$ cat config.mk
export PLATFORM = sky130hd
export DESIGN_NAME = game_ctrl_multi
export DESIGN_NICKNAME = d
export VERILOG_FILES = /design/src/rtl/game_ctrl_multi.sv
export SDC_FILE = /design/constraint.sdc
export NUM_CORES = 1
export LEC_CHECK = 0
export CAP_MARGIN = 20
export CELL_PAD_IN_SITES_DETAIL_PLACEMENT = 0
export CELL_PAD_IN_SITES_GLOBAL_PLACEMENT = 1
export CORE_ASPECT_RATIO = 0.7
export CORE_MARGIN = 8
export CORE_UTILIZATION = 39
export CTS_CLUSTER_SIZE = 16
export DETAILED_ROUTE_END_ITERATION = 7
export MAX_ROUTING_LAYER = met4
export PLACE_DENSITY_LB_ADDON = 0.1
export SLEW_MARGIN = 20
export SYNTH_ARGS = -nofsm -noshare
export SYNTH_HDL_FRONTEND = slang
export SYNTH_SLANG_ARGS = --single-unit
$ cat constraint.sdc
create_clock -name Clk -period 2.4 [get_ports Clk]
set_input_delay 0.48 -clock Clk [delete_from_list [all_inputs] [get_ports Clk]]
set_output_delay 0.48 -clock Clk [all_outputs]
set_load 0.005 [all_outputs]
$ cat src/rtl/game_ctrl_multi.sv
// Game-flow controller for the stickman runner: level select, wait/play/win/lose
// sequencing, frame timer, coin bookkeeping and score for the renderers.
module game_ctrl_multi #(
    parameter int NUM_LEVELS = 2,
    parameter int NUM_COINS  = 3,
    parameter int FRAME_W    = 12,
    parameter int TIME_LIMIT = 1800,
    localparam int LVL_W = (NUM_LEVELS > 1) ? $clog2(NUM_LEVELS) : 1,
    localparam int SC_W  = $clog2(NUM_COINS + 1)
) (
    input  logic                  Clk,
    input  logic                  Reset_n,
    input  logic                  frame_clk,
    input  logic [7:0]            keycode,
    input  logic [NUM_COINS-1:0]  coin_hit,
    input  logic                  fell,
    output logic [4:0]            status,
    output logic [LVL_W-1:0]      level_sel,
    output logic [NUM_LEVELS-1:0] level_onehot,
    output logic [FRAME_W-1:0]    frame_counter,
    output logic [NUM_COINS-1:0]  coin_taken,
    output logic [SC_W-1:0]       score,
    output logic                  restart
);

    localparam logic [7:0] KEY_LVL0  = 8'h1E;
    localparam logic [7:0] KEY_SPACE = 8'h2C;
    localparam logic [7:0] KEY_ENTER = 8'h28;
    localparam logic [7:0] KEY_ESC   = 8'h29;
    localparam logic [7:0] KEY_R     = 8'h15;
    localparam logic [FRAME_W-1:0] FRAME_LIMIT = FRAME_W'(TIME_LIMIT);

    // State encoding is the status vector itself, so status is one-hot by construction.
    typedef enum logic [4:0] {
        S_SELECT = 5'b10000,
        S_WAIT   = 5'b01000,
        S_PLAY   = 5'b00100,
        S_WIN    = 5'b00010,
        S_LOSE   = 5'b00001
    } state_t;

    state_t                 state, state_n;
    logic [LVL_W-1:0]       level_n;
    logic [FRAME_W-1:0]     frame_n;
    logic [NUM_COINS-1:0]   coin_n, coin_upd;
    logic                   restart_n;
    logic [7:0]             keycode_q;
    logic [7:0]             key_off;
    logic                   key_new;
    logic                   vs_meta, vs_sync, vs_prev;
    logic                   frame_tick;

    always_ff @(posedge Clk or negedge Reset_n) begin
        if (!Reset_n) begin
            vs_meta   <= 1'b0;
            vs_sync   <= 1'b0;
            vs_prev   <= 1'b0;
            keycode_q <= 8'h00;
        end else begin
            vs_meta   <= frame_clk;
            vs_sync   <= vs_meta;
            vs_prev   <= vs_sync;
            keycode_q <= keycode;
        end
    end

    assign frame_tick = vs_sync & ~vs_prev;
    assign key_new    = (keycode != 8'h00) && (keycode != keycode_q);
    assign key_off    = keycode - KEY_LVL0;
    assign coin_upd   = coin_taken | coin_hit;

    always_ff @(posedge Clk or negedge Reset_n) begin
        if (!Reset_n) begin
            state         <= S_SELECT;
            level_sel     <= '0;
            frame_counter <= '0;
            coin_taken    <= '0;
            restart       <= 1'b0;
        end else begin
            state         <= state_n;
            level_sel     <= level_n;
            frame_counter <= frame_n;
            coin_taken    <= coin_n;
            restart       <= restart_n;
        end
    end

    always_comb begin
        state_n   = state;
        level_n   = level_sel;
        frame_n   = frame_counter;
        coin_n    = coin_taken;
        restart_n = 1'b0;

        // Escape overrides everything, including coin and fall events this cycle.
        if (key_new && keycode == KEY_ESC) begin
            state_n = S_SELECT;
        end else begin
            case (state)
                S_SELECT: begin
                    if (key_new && keycode >= KEY_LVL0 && key_off < 8'(NUM_LEVELS)) begin
                        level_n   = key_off[LVL_W-1:0];
                        state_n   = S_WAIT;
                        frame_n   = '0;
                        coin_n    = '0;
                        restart_n = 1'b1;
                    end
                end
                S_WAIT: begin
                    if (key_new && keycode == KEY_SPACE) begin
                        state_n = S_PLAY;
                        frame_n = '0;
                        coin_n  = '0;
                    end
                end
                S_PLAY: begin
                    coin_n = coin_upd;
                    if (frame_tick && frame_counter != FRAME_LIMIT)
                        frame_n = frame_counter + FRAME_W'(1);
                    // A win in the same cycle as a fall or timeout takes precedence.
                    if (&coin_upd)
                        state_n = S_WIN;
                    else if (fell || frame_counter == FRAME_LIMIT)
                        state_n = S_LOSE;
                end
                S_WIN, S_LOSE: begin
                    if (key_new && keycode == KEY_ENTER) begin
                        state_n = S_SELECT;
                    end else if (key_new && keycode == KEY_R) begin
                        state_n   = S_WAIT;
                        frame_n   = '0;
                        coin_n    = '0;
                        restart_n = 1'b1;
                    end
                end
                default: state_n = S_SELECT;
            endcase
        end
    end

    assign status       = state;
    assign level_onehot = NUM_LEVELS'(1) << level_sel;

    always_comb begin
        score = '0;
        for (int i = 0; i < NUM_COINS; i++)
            score = score + SC_W'(coin_taken[i]);
    end

endmodule
==> flow_metrics.py <==
metrics = {
    "routing": {
        "drc": 0,
        "first_iter_violations": 143,
        "wl_um": 5720,
        "wl_per_cell_um": 16.5,
        "ant_nets": 0,
        "dr.pass1.iters": 4,
        "vias_per_cell": 5.33,
        "num_vias": 1845,
    },
    "timing": {
        "hold_viol_final": 0,
        "fin_skew_ns": 0.00724,
        "rsz0062_at_grt": "no",
        "fmax_mhz": 428,
        "setup_viol": 0,
        "slew_headroom_pct": 64.3,
        "fin_crit_sh_pct": 97.3,
        "tightest_slew_ns": 0.535,
        "drv_slew": 0,
        "setup_tns_ns": 0,
        "period_needed_ns": 2.33,
    },
    "pwr": {
        "ir_worst_vdd_v": 0.000320,
        "total_leakage_power_nw": 1.18,
        "p_per_area_nw_per_um2": 590,
    },
    "placement": {
        "io_buffers": 40,
        "gp_congestion": 0.821,
        "post-place-cells": 330,
        "dpl.hpwl_um": 4190,
    },
    "floorplanning": {
        "die_area_um2": 7590,
        "die_y_um": 75.3,
        "start_util_pct": 40.8,
        "core-area_um2": 4810,
        "die_w_um": 101,
        "fp-row-count": 21,
        "ios": 41,
    },
    "synthesis": {
        "avgSynthCellArea_um2": 9.86,
        "synth_top_area_share_pct": 40.8,
        "ys_ff_latch": 33,
        "ys.flop_type": "dfrtp_1",
        "syn_inst": 199,
        "yosys-top-cells-area": "dfrtp_1 (41%), o41ai_1 (4.0%), xor2_1 (4.0%), nand3_1 (3.3%), o31ai_1 (2.7%)",
        "syn-cell-area_um2": 1960,
        "yosysSeqAreaShare_pct": 42.2,
        "yosys_warnings": 0,
        "synth.distinct_cells": 55,
        "synth_top_cell_by_area": "dfrtp_1",
        "async_reset_ff_share_pct": 100,
        "synth-edff-count": 0,
        "syn_nets": 218,
    },
    "critical_path": {
        "cpPeakStageDelay_ns": 0.40,
        "worst_ep_arrival_time_ns": 2.49,
        "worstSetupPathType": "in -> reg",
        "required_ns": 2.56,
        "cp-start-kind": "primary input",
        "cp-end-kind": "register",
        "crit_chain": "dlygate4sd2_1 -> buf_4 -> and3b_2 -> nand2_1 -> a2111oi_4 -> o21ai_2 -> buf_2 -> o41ai_2 -> o31ai_1",
        "worstPathMaxFanout": 6,
        "cp_slowest_cell": "a2111oi_4",
    },
    "final_layout": {
        "area_growth_pct": 47.1,
        "final_cell_mix": "buf_4 (35), dfrtp_1 (32), clkdlybuf4s50_1 (32)",
        "final_common_cell": "buf_4",
        "final_nets": 295,
        "num_antenna_cells": 0,
        "finalNonFillerCells": 346,
        "drive_above_1_share_pct": 27.8,
    },
    "grt": {
        "antenna_found_initial": 0,
        "grt_pass1_wl_um": 9630,
        "grt_usage_pct": 16.7,
        "gr-usage-met3_pct": 3.65,
        "globalRouteOverflowTotal": 0,
        "grt_pass1_vias": 1892,
        "met2_usage_pct": 23.5,
        "grt_max_degree": 34,
        "met1_usage_pct": 23.7,
        "busiest_layer": "met1",
    },
    "clock_tree": {
        "cts_tree": "built",
        "numCtsBuffers": 5,
        "cts-root-buf": "clkbuf_8",
        "clkSlewWorstSetupHoldPaths_ns": 0.07,
        "clk_path_buf_depth": 2,
        "cts_sinks": 33,
        "h-tree-depth": 2,
        "postCtsHoldBufs": 0,
        "worst_skew_pair.late_latency_ns": 0.29,
    },
    "run": {
        "max-cap-violations": 0,
    },
    "worst_hold_path": {
        "min_path_type": "reg -> reg",
    },
    "outcome": {
        "status": "finished clean",
    },
}
cell usage after synthesis (2+ instances only):
cell and number:
o31ai_1 7, o21ai_0 6, and2_1 2, a211oi_1 5, nand4_1 2, inv_1 13, xor2_1 9, a31oi_1 2
nand2_1 12, or4_1 4, or2_2 2, o311ai_1 2, nand2b_1 2, buf_6 3, nand3b_1 3, nand3_1 13
dfrtp_1 32, o41ai_1 9, nor3_1 6, buf_4 3, o211ai_1 2, ha_1 3, nor4_1 3, nor2b_1 3
nor2_1 12, nor4_2 2, o22ai_1 2, a21oi_1 8
state kept, by name, indices dropped and copies added, names as in the netlist:
register,cells
vs_meta,1
vs_prev,1
status,5
restart,1
coin_taken,3
keycode_q,8
level_sel,1
vs_sync,1
frame_counter,12
cell families after synthesis:
kind of cell / Yosys count / share of synthesized area [%]
simple gates: 75 / 22.1
flops: 33 / 42.2
mux: 1 / 0.510
xor+xnor: 10 / 4.46
compound gates: 56 / 22.3
fa+ha+maj: 4 / 2.93
buf+inv: 20 / 5.55
repair_timing:
action,CTS,global route
resized for setup,28,4
buffers inserted,7,0
cloned,1,0
setup endpoints to repair,18,9
pin swaps,10,3
final timing paths:
check	from	to	slack, ns	cells after the start
setup / recovery	keycode[4]	frame_counter[2]	0.07	9
hold / removal	vs_meta	vs_sync	0.37	0
min in group asynchronous	Reset_n	frame_counter[5]	0.60	2
max in group asynchronous	Reset_n	status[4]	1.45	2
hold reg to reg	vs_meta	vs_sync	0.37	0
setup reg to reg	frame_counter[6]	frame_counter[9]	0.16	6
final cells by class:
cell class,instances,area (µm²)
Multi-Input combinational cell,146,1160
Inverter,13,48.8
Timing Repair Buffer,77,669
Fill cell,411,1920
Sequential cell,33,827
Tap cell,69,86.3
Clock buffer,8,90.1
metrics by stage:
step | instance area, µm² | setup WS [ns] | hold slack (ns) | utilization (%) | total power [mW]
3_5_place_dp | 2610 | -0.565 | 0.336 | 54.2 | 1.14
2_1_floorplan | 1960 | 0.252 | 0.184 | - | 0.899
6_report | 2890 | 0.0651 | 0.366 | 60.0 | 1.70
3_3_place_gp | 2610 | -0.539 | 0.340 | 54.2 | 1.13
4_1_cts | 2870 | 0.0956 | 0.353 | 59.6 | 1.71
5_1_grt | 2890 | 0.00258 | 0.384 | 60.0 | 1.80
layer usage:
metal	routed length, µm	up-vias	part of all wire [%]
li1	-	903	-
met1	2910	883	51
met2	2440	59	43
met3	364	0	6.4
met4	0	0	0
met5	0	-	0
where the power goes:
| group | internal, mW | total, mW | leakage, nW | switching, mW |
|---|---|---|---|---|
| logic | 0.320 | 0.619 | 0.710 | 0.300 |
| clock network | 0.234 | 0.431 | 0.0455 | 0.197 |
| registers | 0.606 | 0.653 | 0.427 | 0.0473 |
worst max-delay path: cells and delay by family:
| family | cells | cell delay, ns |
|---|---|---|
| buffers and inverters | 3 | 0.61 |
| AOI/OAI and AO/OA | 4 | 1.03 |
| and+or+nand+nor | 2 | 0.38 |
Note: power is estimated with default switching activity, not from simulation.
